### src/rtl/input_vc_buffer_pkg.sv
// Shared router constants and types for the per-input-port virtual-channel buffer.
package input_vc_buffer_pkg;

  localparam int CH_BITS      = 8;
  localparam int NUM_VCS      = 2;
  localparam int VC_ID_BITS   = (NUM_VCS > 1) ? $clog2(NUM_VCS) : 1;
  localparam int VC_BUF_DEPTH = 4;

  typedef logic [CH_BITS-1:0] flit_t;

  // Pointer width: one extra MSB beyond the address tells full from empty.
  function automatic int ptr_bits(input int depth);
    return $clog2(depth) + 1;
  endfunction

endpackage

### src/rtl/vc_fifo.sv
// Single virtual-channel circular FIFO; head entry is read straight from storage.
module vc_fifo
  import input_vc_buffer_pkg::*;
#(
  parameter int WIDTH = CH_BITS,
  parameter int DEPTH = VC_BUF_DEPTH
) (
  input  logic             clk,
  input  logic             rst,
  input  logic             wr_en,
  input  logic [WIDTH-1:0] wr_data,
  input  logic             rd_en,
  output logic [WIDTH-1:0] rd_data,
  output logic             empty,
  output logic             full
);

  localparam int PW = ptr_bits(DEPTH);
  localparam int AW = PW - 1;

  logic [PW-1:0]    wr_ptr;
  logic [PW-1:0]    rd_ptr;
  logic [WIDTH-1:0] mem [DEPTH];
  logic             do_wr;
  logic             do_rd;

  assign empty = (wr_ptr == rd_ptr);
  assign full  = (wr_ptr[AW] != rd_ptr[AW]) && (wr_ptr[AW-1:0] == rd_ptr[AW-1:0]);

  // A write into a full FIFO is legal only when the head leaves in the same cycle.
  assign do_rd = rd_en && !empty;
  assign do_wr = wr_en && (!full || do_rd);

  always_ff @(posedge clk) begin
    if (rst) begin
      wr_ptr <= '0;
      rd_ptr <= '0;
    end else begin
      if (do_wr) wr_ptr <= wr_ptr + PW'(1);
      if (do_rd) rd_ptr <= rd_ptr + PW'(1);
    end
  end

  // NOTE: the data array has no reset; emptiness is tracked by the pointers alone,
  // so clearing storage would only cost reset fan-out.
  always_ff @(posedge clk) begin
    if (do_wr) mem[wr_ptr[AW-1:0]] <= wr_data;
  end

  assign rd_data = empty ? '0 : mem[rd_ptr[AW-1:0]];

endmodule

### src/rtl/input_vc_buffer.sv
// Per-input-port VC buffer: write demux, NUM_VCS FIFOs, credit return and sticky overflow flag.
// Optional same-cycle bypass of an empty VC is enabled by defining VCBUF_BYPASS_EN.
module input_vc_buffer
  import input_vc_buffer_pkg::*;
#(
  parameter int PORT_BANDWIDTH = CH_BITS,
  parameter int BUF_DEPTH      = VC_BUF_DEPTH
) (
  input  logic                                    clk,
  input  logic                                    rst,
  input  logic [PORT_BANDWIDTH-1:0]               in_flit,
  input  logic                                    in_valid,
  input  logic [VC_ID_BITS-1:0]                   in_vc,
  input  logic [NUM_VCS-1:0]                      rd_en,
  output logic [NUM_VCS-1:0][PORT_BANDWIDTH-1:0]  head_flit,
  output logic [NUM_VCS-1:0]                      head_valid,
  output logic [NUM_VCS-1:0]                      credit_out,
  output logic                                    overflow_err
);

  logic [NUM_VCS-1:0]                     wr_sel;
  logic [NUM_VCS-1:0]                     wr_en;
  logic [NUM_VCS-1:0]                     fifo_pop;
  logic [NUM_VCS-1:0]                     fifo_empty;
  logic [NUM_VCS-1:0]                     fifo_full;
  logic [NUM_VCS-1:0]                     bypass_take;
  logic [NUM_VCS-1:0][PORT_BANDWIDTH-1:0] fifo_data;
  logic                                   vc_in_range;
  logic                                   overflow_set;

  assign vc_in_range = int'(in_vc) < NUM_VCS;

  // NOTE: every signal gets a default at the top of the block so no path leaves it
  // unassigned, which would otherwise infer a latch.
  always_comb begin
    wr_sel       = '0;
    wr_en        = '0;
    fifo_pop     = '0;
    bypass_take  = '0;
    overflow_set = in_valid && !vc_in_range;
    for (int v = 0; v < NUM_VCS; v++) begin
      wr_sel[v]   = in_valid && (int'(in_vc) == v);
      fifo_pop[v] = rd_en[v] && !fifo_empty[v];
`ifdef VCBUF_BYPASS_EN
      bypass_take[v] = wr_sel[v] && fifo_empty[v] && rd_en[v];
`endif
      // Full is judged after the same-cycle pop frees a slot.
      wr_en[v] = wr_sel[v] && !bypass_take[v] && (!fifo_full[v] || fifo_pop[v]);
      if (wr_sel[v] && fifo_full[v] && !fifo_pop[v]) overflow_set = 1'b1;
    end
  end

  for (genvar v = 0; v < NUM_VCS; v++) begin : g_vc
    vc_fifo #(
      .WIDTH (PORT_BANDWIDTH),
      .DEPTH (BUF_DEPTH)
    ) u_fifo (
      .clk     (clk),
      .rst     (rst),
      .wr_en   (wr_en[v]),
      .wr_data (in_flit),
      .rd_en   (fifo_pop[v]),
      .rd_data (fifo_data[v]),
      .empty   (fifo_empty[v]),
      .full    (fifo_full[v])
    );
  end

  always_comb begin
    head_valid = ~fifo_empty;
    head_flit  = fifo_data;
`ifdef VCBUF_BYPASS_EN
    for (int v = 0; v < NUM_VCS; v++) begin
      if (fifo_empty[v] && wr_sel[v]) begin
        head_valid[v] = 1'b1;
        head_flit[v]  = in_flit;
      end
    end
`endif
  end

  // Credits cover both stored pops and bypassed flits; flushed flits earn none.
  always_ff @(posedge clk) begin
    if (rst) begin
      credit_out   <= '0;
      overflow_err <= 1'b0;
    end else begin
      credit_out <= fifo_pop | bypass_take;
      if (overflow_set) overflow_err <= 1'b1;
    end
  end

endmodule

### config.mk
export PLATFORM = sky130hd
export DESIGN_NAME = input_vc_buffer
export DESIGN_NICKNAME = d
export VERILOG_FILES = /design/src/rtl/input_vc_buffer_pkg.sv /design/src/rtl/vc_fifo.sv /design/src/rtl/input_vc_buffer.sv
export SDC_FILE = /design/constraint.sdc
export NUM_CORES = 1
export LEC_CHECK = 0
export BUFFER_PORTS_ARGS = -buffer_cell sky130_fd_sc_hd__buf_2
export CORE_AREA = 4 4 88 90
export DETAILED_ROUTE_END_ITERATION = 8
export DIE_AREA = 0 0 92 94
export GPL_TIMING_DRIVEN = 1
export PLACE_DENSITY = 0.72
export SYNTH_ARGS = -nofsm -noshare
export SYNTH_HDL_FRONTEND = slang
export SYNTH_SLANG_ARGS = --single-unit
export TNS_END_PERCENT = 50
### constraint.sdc
create_clock -name clk -period 1.8 [get_ports clk]
set_clock_uncertainty 0.1 [all_clocks]
set_input_delay 0.09 -clock clk [delete_from_list [all_inputs] [get_ports clk]]
set_output_delay 0.09 -clock clk [all_outputs]
set_load 0.02 [all_outputs]
# Word level (Yosys, flattened, before mapping)
# Memories as Yosys holds them, arrays and structs flattened. A register that Yosys moved wholly into a read port is not among the register bits.
# Index checks and enable logic that the tools add are counted.
[classes]
addsub = 4
n_eq_ne = 6
n_mux = 12
bitwise = 2
reduce_logical = 26
[ops]
columns = ["operator", "count"]
rows = [
  ["logical AND 1 bit", 16],
  ["two-way mux 8 bit", 2],
  ["adder 3 x 1 -> 3 bit, second input constant", 4],
  ["two-way mux 2 bit", 4],
  ["== test 3 bit", 2],
  ["logical NOT 1 bit", 6],
  ["two-way mux 1 bit", 6],
  ["== test 2 bit", 2],
  ["logical OR 1 bit", 4],
  ["inequality test 1 bit", 2],
  ["inverter 2 bit", 1],
  ["inverter 1 bit", 1],
]
[word_totals]
register_bits = 15
ram_bits = 64
out_inout_bits = 21
word_cells = 58
mem_count = 2
[memory_table]
columns = ["name", "words", "width", "rd", "rd_ports_with_merged_regs", "write_ports", "line", "source"]
rows = [
  ["g_vc[0].u_fifo.mem", 4, 8, 1, 1, 1, "vc_fifo.sv:23", "logic [WIDTH-1:0] mem [DEPTH];"],
  ["g_vc[1].u_fifo.mem", 4, 8, 1, 1, 1, "vc_fifo.sv:23", ""],
]

# Longest topological paths before layout
# Gate-level depths: netlist of run 1.
[logic_depth]
word_depth = 8
ltp_mapped = 4
ltp_nobuf = 4

# Cells and area by module
# From an unflattened synthesis of run 1, not the netlist that was laid out.
[unflattened]
hier_cells = 228
area_unflattened_um2 = 3577.2
[by_module_without_submodules]
columns = ["mod", "instances", "cells_each", "area_each_um2", "seq_area_each_um2"]
rows = [
  ["vc_fifo", 2, 104, 1707.9, 1121.1],
  ["input_vc_buffer", 1, 20, 161.4, 60.1],
]

# Least setup slack after synthesis of run 1
# Ideal clock, no wire load.
[synth_path]
path_type = "register -> register"
from = "reg g_vc[0].u_fifo.wr_ptr[0]"
to = "reg g_vc[0].u_fifo.wr_ptr[2]"
setup_ns = 0.121
arrival_time_ns = 1.448
setup_slack_ns = 0.131
path_stages_with_launch = 5
n_path_buf = 0
path_cell_list = "dfxtp_1 > ha_1 > nand3b_1 > a41oi_2 > mux2_2"
[synth_via]
elab_chain_cells = 6
[synth_lines]
columns = ["item", "line", "source"]
rows = [
  ["start: declaration", "vc_fifo.sv:21", "logic [PW-1:0] wr_ptr;"],
  ["start signal: assignment", "vc_fifo.sv:39", "if (do_wr) wr_ptr <= wr_ptr + PW'(1);"],
  ["== test 3 bit / == test 2 bit (equally long branches)", "vc_fifo.sv:27, vc_fifo.sv:28", ""],
  ["logical NOT 1 bit / logical AND 1 bit (equally long branches)", "vc_fifo.sv:31, input_vc_buffer.sv:43, vc_fifo.sv:28", ""],
  ["logical AND 1 bit / logical NOT 1 bit (equally long branches)", "input_vc_buffer.sv:43, vc_fifo.sv:32, input_vc_buffer.sv:48", ""],
  ["logical OR 1 bit / logical AND 1 bit (equally long branches)", "input_vc_buffer.sv:48, vc_fifo.sv:31", ""],
  ["logical AND 1 bit / logical OR 1 bit (equally long branches)", "input_vc_buffer.sv:48, vc_fifo.sv:32", ""],
  ["logical AND 1 bit", "vc_fifo.sv:32", "assign do_wr = wr_en && (!full || do_rd);"],
]
# Parallel ways exist; a longest one is shown, timed or not.
# A chain may end at the register's enable or synchronous reset.

==> results of run 1 <==
-- registers in the layout, indices dropped and copies added (netlist names), named ones only --
name                cells
overflow_err            1
g_vc.u_fifo.wr_ptr      6
g_vc.u_fifo.rd_ptr      6
credit_out              2
g_vc.u_fifo.mem        64
-- per-stage QoR --
stage	setup TNS, ps	setup WS [ps]	util [%]	hold WS, ps
after global routing	-1120	-81.5	64.1	42.1
after detailed placement	0	10.3	56.8	295
after floorplan	0	131	-	88.9
after global placement	0	68.3	56.8	282
final	-90.7	-18.3	64.1	38.7
after CTS	-239	-40.5	62.8	22.9
-- layout make-up --
type / count / share of cell area, %
clock buffers: 9 / 2.74
repair buffers: 67 / 11.9
clock inverters: 7 / 1.66
inverters: 11 / 0.912
flip-flops and latches: 83 / 51.3
well taps: 99 / 2.74
multi-input cells: 120 / 28.8
-- power by group through the flow --
stage | sequential (mW) | clock (mW) | combinational [mW]
3_5_place_dp | 2.24 | 0 | 1.02
5_1_grt | 2.22 | 1.45 | 1.41
6_report | 2.21 | 1.32 | 1.32
4_1_cts | 2.21 | 1.36 | 1.20
3_3_place_gp | 2.24 | 0 | 0.996
2_1_floorplan | 2.23 | 0 | 0.693
-- per-layer routing --
metal  track usage [%]  share of wire (%)
met2              27.1                 50
met3              3.85                3.2
met5                 0                  0
met1              22.7                 46
met4              4.83               0.56
-- timing repair --
action | 4_1_cts | 5_1_grt
endpoints found under the hold margin | 65 | 0
hold buffers | 9 | 0
cloned | 1 | 0
pin swaps | 2 | 3
endpoints found under the setup margin | 26 | 37
setup buffers | 4 | 4
resized for setup | 34 | 18
-- cells by family after synthesis --
group,Yosys count,synth area share [%]
DFF,83,63.7
and+or+nand+nor,57,8.69
muxes,28,13.8
buffers and inverters,19,2.15
AOI/OAI and AO/OA,13,4.08
xor gates and xnor gates,12,4.15
adders and majority gates,10,3.46
-- worst max-delay path by stage --
stage                                          start                                     to  slack, ps  cells past startpoint
2_1_floorplan  g_vc[0].u_fifo.wr_ptr[0]$_SDFFE_PP0P_  g_vc[0].u_fifo.wr_ptr[2]$_SDFFE_PP0P_        130                      4
3_3_place_gp   g_vc[1].u_fifo.wr_ptr[1]$_SDFFE_PP0P_     g_vc[1].u_fifo.mem[0][4]$_DFFE_PP_         70                      3
3_5_place_dp   g_vc[1].u_fifo.wr_ptr[1]$_SDFFE_PP0P_     g_vc[1].u_fifo.mem[0][1]$_DFFE_PP_         10                      3
4_1_cts                                         flop                           head_flit[8]        -40                      4
5_1_grt        g_vc[1].u_fifo.rd_ptr[0]$_SDFFE_PP0N_                          head_flit[14]        -80                      6
6_report       g_vc[1].u_fifo.rd_ptr[0]$_SDFFE_PP0N_                          head_flit[11]        -20                      6
-- synth_stat cells --
cell,n
nand3_1,1
buf_1,2
nor3_1,4
and2_1,6
mux4_2,16
a211oi_1,2
edfxtp_1,64
nand2_1,9
nor2_1,10
nand2b_1,1
nand3b_1,1
mux2i_1,4
mux2_2,6
dfxtp_1,19
ha_1,10
nand4bb_1,2
xor2_2,2
nor4_1,2
buf_2,5
a31oi_2,2
mux2_4,2
a31oi_1,2
inv_1,10
clkbuf_1,1
a41oi_2,4
a311o_1,2
xnor2_1,2
clkinv_1,1
xor2_1,4
xnor2_2,4
nor2b_1,21
a221o_1,1
-- critical path, delay by kind of cell (launching register included) --
kind	cells	cell delay (ps)
AND/OR/NAND/NOR	2	330
buffers and inverters	3	450
XOR/XNOR	1	180
flip-flops	1	330
-- cell usage in the layout, fill, tap and decap left out, drive strengths merged, types with 6 or more instances in the layout --
cell type	instances
nor2b	21
buf	58
mux4	16
edfxtp	64
nand2	9
clkbuf	9
ha	10
mux2	8
nor2	10
inv	12
dlygate4sd3	9
dfxtp	19
xor2	6
xnor2	6
and2	6
==> results.md, run 1 <==
* Layout Nets at 316
* Post-Syn Nets at 246
* DRC Markers at 0
* Clock Latency Late Sink at 340 ps
* Worst setup margin at -18.3 ps
* Min-Delay Endpoint: credit_out[0]$_SDFF_PP0_
* Seq. cell area at 0.00232 mm2
* Non-Filler Instances at 396
* Failing checks: negative setup slack
* Sequential-to-total area share from yosys stat at 63.7%
* Maximum clock path buffer count at 2
* Post-Syn Area at 0.00361 mm2
* WP data arrival at 1630 ps
* Post-DRT Antenna Nets at 0
* Slew Limit Headroom at 72.0%
* Share of the synthesized area in the top cell type at 53.2%
* CP endpoint kind: output pin
* Mapped Cells at 222
* H-tree levels at 3
* Worst reg-to-reg setup slack at 110 ps
* Critical Path RT at 1610 ps
* Num CTS Buffers at 9
* Internal at 3.46 mW
* Design Area, Final at 0.00453 mm2
* Register share of total power at 45.6%
* Drt via density at 5.13
* FP Rows at 31
* Psw at 1.39 mW
* # fillers at 524
* Reg2reg end: g_vc[1].u_fifo.mem[1][3]$_DFFE_PP_
* Worst-margin pin slew at 420 ps
* Antenna cells at 0
* Worst path cell trace: buf_6 -> xor2_4 -> nor3_4 -> buf_6 -> nor2b_1 -> buf_2
* Power density over the cells at 1070 mW/mm2
* Gr ovfl total at 0
* Routability Congestion at 0.778
* Initial Utilization at 51.2%
* Die area at 0.00865 mm2
* GRT Total Usage at 16.7%
* Initial DRC Count at 91
* Setup CP Type: flop to output pin
* Dpl cells at 362
* Status: finished, violations left
* Reg2Reg Depth at 4
* Core Box Area at 0.00706 mm2
* FF-to-FF Start: g_vc[1].u_fifo.rd_ptr[1]$_SDFFE_PP0N_
* Most used cell, CP: buf_6
* Synth top area cells: edfxtp_1, dfxtp_1, mux4_2, nor2b_1, ha_1
* Clock slew at reported path FFs at 80 ps
* Reported max-cap violation count at 0
* Post-synthesis cell type count at 32
* Vias at 2032
* Number of global-route vias before repair at 2139
* Tmin final at 1820 ps
* Wire per inst at 16.8 um
* Die Width at 92 um
* DRT Pass-1 Iters at 5
* Fin. Hold Viols at 0
* Multi-input gate area at 0.00130 mm2
* Gate power share at 27.2%
* Period utilization at 101%
* Initial antenna violation count at 0
* Post-DP HPWL at 4350 um
* Hold path cells at 3
* #FFs+latches synth at 83
* Final Slew Violations at 0
* Final setup fails at 7
* CTS tree: done
* Pin count of the biggest net entering global routing at 16
* CP max FO at 5
* Largest stage delay on the critical path at 330 ps
* Ys Warns at 0
* F_max at 550 MHz
* IO buf count at 34
* IO Pins at 35
* Crit path launch type: flop
* Final wirelength at 6660 um
* Net Sw Frac at 28.6%
* Area leader, netlist: edfxtp_1
* Clock sink total at 83
* Avg Cell Area, Syn at 16.3 um2
* First-pass GRT wire length at 10900 um
* Total power draw at 4.85 mW
* Leak at 1.65 nW
* Crit-path slowest cell: dfxtp_2
* Clock share of power at 27.2%
* RSZ-0062 raised after global routing: true
* Cell Area, Placed at 0.00401 mm2
* Hold Path Origin: rd_en[0]
* Worst hold path class: input pin to flop
* Area Overhead vs Synth at 25.2%
* Clk root buf: clkbuf_8
* Fraction of layout cells with a size suffix above 1 at 44.8%
* VDD IR max at 485 uV
* Die Span Y at 94 um
No activity file was read; power rests on OpenSTA's default activity.
==> run 2, diff against run 1 <==
--- a/config.mk
+++ b/config.mk
@@ -6,11 +6,12 @@
 export NUM_CORES = 1
 export LEC_CHECK = 0
 export BUFFER_PORTS_ARGS = -buffer_cell sky130_fd_sc_hd__buf_2
-export CORE_AREA = 4 4 88 90
+export CORE_AREA = 4 4 87 89
+export CTS_BUF_LIST = sky130_fd_sc_hd__clkbuf_4
 export DETAILED_ROUTE_END_ITERATION = 8
-export DIE_AREA = 0 0 92 94
+export DIE_AREA = 0 0 91 93
 export GPL_TIMING_DRIVEN = 1
-export PLACE_DENSITY = 0.72
+export PLACE_DENSITY = 0.74
 export SYNTH_ARGS = -nofsm -noshare
 export SYNTH_HDL_FRONTEND = slang
 export SYNTH_SLANG_ARGS = --single-unit
==> results.md, run 2 (synthesis results as in run 1) <==
* Status: finished, violations left
* Failing checks: negative setup slack
* Clock share of power at 25.5% (-1.7 points)
* Dpl cells at 341 (-5.8%)
* Net Sw Frac at 28.8% (+0.12 points)
* Largest register FFs at 64 (unchanged)
* Reported max-cap violation count at 0 (unchanged)
* Antenna cells at 0 (unchanged)
* Die Span Y at 93 um (-1.1%)
* Crit path launch type: flop
* RSZ-0062 raised after global routing: true
* Initial Utilization at 53.5% (+2.3 points)
* Routability Congestion at 0.823 (+5.8%)
* Non-Filler Instances at 382 (-3.5%)
* Most frequent cells in the layout: edfxtp_1, buf_2, buf_4
* CP endpoint kind: output pin
* Design Area, Final at 0.00458 mm2 (+1.3%)
* Critical Path RT at 1610 ps (about the same)
* GRT Total Usage at 17.0% (+0.24 points)
* DRT Pass-1 Iters at 4 (-1)
* Area Overhead vs Synth at 26.8%
* CP max FO at 8 (+3)
* Internal at 3.41 mW (-1.6%)
* Psw at 1.38 mW (-1.0%)
* Die Width at 91 um (-1.1%)
* Tmin final at 1920 ps (+97.8 ps)
* Initial antenna violation count at 0 (unchanged)
* Maximum clock path buffer count at 2 (unchanged)
* Clock sink total at 83 (unchanged)
* Leak at 1.68 nW (+1.9%)
* Worst hold path class: input pin to flop
* WP data arrival at 1730 ps (+100 ps)
* Slew Limit Headroom at 74.0% (+2.0 points)
* Clock slew at reported path FFs at 130 ps (+50 ps)
* FP Rows at 30 (-3.2%)
* Worst-margin pin slew at 390 ps (-30.1 ps)
* Gr ovfl total at 0 (unchanged)
* Setup CP Type: flop to output pin
* Power density over the cells at 1040 mW/mm2 (-2.7%)
* Period utilization at 106% (+5.4 points)
* Core Box Area at 0.00676 mm2 (-4.3%)
* Pin count of the biggest net entering global routing at 15 (-1)
* Top Family by Delay on Critical Path: multiplexers
* Worst path cell trace: buf_12 -> mux4_2 -> nor2b_1 -> buf_2
* Vias at 2027 (-0.25%)
* H-tree levels at 3 (unchanged)
* Crit-path slowest cell: mux4_2
* Clk root buf: clkbuf_4
* Layout Nets at 321 (+1.6%)
* Register share of total power at 46.4% (+0.8 points)
* Fin. Hold Viols at 0 (unchanged)
* Total power draw at 4.78 mW (-1.4%)
* DP Worst Slack at 27.0 ps (+16.7 ps)
* Die area at 0.00846 mm2 (-2.1%)
* Post-DRT Antenna Nets at 0 (unchanged)
* DRC Markers at 0 (unchanged)
* Number of global-route vias before repair at 2068 (-3.3%)
* CTS tree: done
* Num CTS Buffers at 9 (unchanged)
* Initial DRC Count at 76 (-16%)
* Final setup fails at 18 (+11)
* IO buf count at 34 (unchanged)
* Most common cell after layout, fill and taps aside: edfxtp_1
* VDD IR max at 557 uV (+15%)
* Final Slew Violations at 0 (unchanged)
* Fraction of layout cells with a size suffix above 1 at 46.7% (+1.9 points)
* First-pass GRT wire length at 10900 um (-0.57%)
* Crit path buf inv count at 2 (-1)
* Largest stage delay on the critical path at 510 ps (+180 ps)
* Clock Latency Late Sink at 410 ps (+70 ps)
* F_max at 522 MHz (-5.1%)
* Cell Area, Placed at 0.00396 mm2 (-1.3%)
* IO Pins at 35 (unchanged)
* Post-DP HPWL at 4440 um (+2.0%)
* Worst setup margin at -116 ps (-97.8 ps)
* Drt via density at 5.31 (+3.4%)
* Final Core Density at 67.9% (+3.7 points)
* Wire per inst at 17.8 um (+5.6%)
* Final wirelength at 6780 um (+1.9%)
* Gate power share at 28.1% (+0.9 points)
## run 2: cell count changes in the layout (fill, tap and decap cells not counted), sizes merged
cell,delta
bufinv,+1
clkbuf,+1
inv,-1
buf,+3
dlygate4sd3,+2
clkinvlp,-1
## run 2: metrics by stage
stage | hold WS, ps | TNS [ps]
final | 66.0 | -1360
after global placement | 282 | 0
after detailed placement | 284 | 0
after floorplan | 88.9 | 0
after global routing | 46.7 | -2720
after CTS | 38.1 | -2060
## run 2: layout make-up
class                           instances  area [um2]
Sequential cell                        83        2330
Fill cell                             451        2170
Multi-Input combinational cell        120        1360
Timing Repair Buffer                   72         587
Tap cell                               80         100
Clock inverter                          6        88.8
Clock buffer                           10        75.1
Inverter                               11        41.3
## run 2: path summary, 6_finish.rpt
path / end / from / cells after the start / slack, ps
max reg2reg: g_vc[1].u_fifo.mem[2][7]$_DFFE_PP_ / g_vc[1].u_fifo.wr_ptr[2]$_SDFFE_PP0P_ / 5 / 80
min: g_vc[1].u_fifo.wr_ptr[2]$_SDFFE_PP0P_ / in_vc / 4 / 70
min reg2reg: g_vc[0].u_fifo.wr_ptr[1]$_SDFFE_PP0P_ / g_vc[0].u_fifo.wr_ptr[1]$_SDFFE_PP0P_ / 2 / 450
max: head_flit[12] / flop / 4 / -120
## run 2: metal layers
| layer | global-route usage (%) | vias to the layer above | routed length [um] |
|---|---|---|---|
| met4 | 5.28 | 0 | 78 |
| met5 | 0 | - | 0 |
| met1 | 23.4 | 992 | 3030 |
| met2 | 27.4 | 49 | 3380 |
| met3 | 3.46 | 6 | 298 |
| li1 | - | 980 | - |
## run 2: power by group through the flow
stage | clock (mW) | combinational [mW] | sequential (mW)
global placement | 0 | 0.979 | 2.24
floorplan | 0 | 0.693 | 2.23
detailed placement | 0 | 0.994 | 2.25
CTS | 1.25 | 1.20 | 2.22
global route | 1.33 | 1.45 | 2.23
finish | 1.22 | 1.34 | 2.22
## run 2: what timing repair did
action	in CTS	in global routing
endpoints found under the hold margin	68	0
hold buffers	11	0
endpoints found under the setup margin	18	34
buffers inserted	5	7
pin swaps	2	4
cloned	2	0
gates resized for setup	39	33
## run 2: worst min-delay path: stages
cell	delay [ps]
buf_2	120
nand3_1	80
a41oi_2	50
mux2_2	210
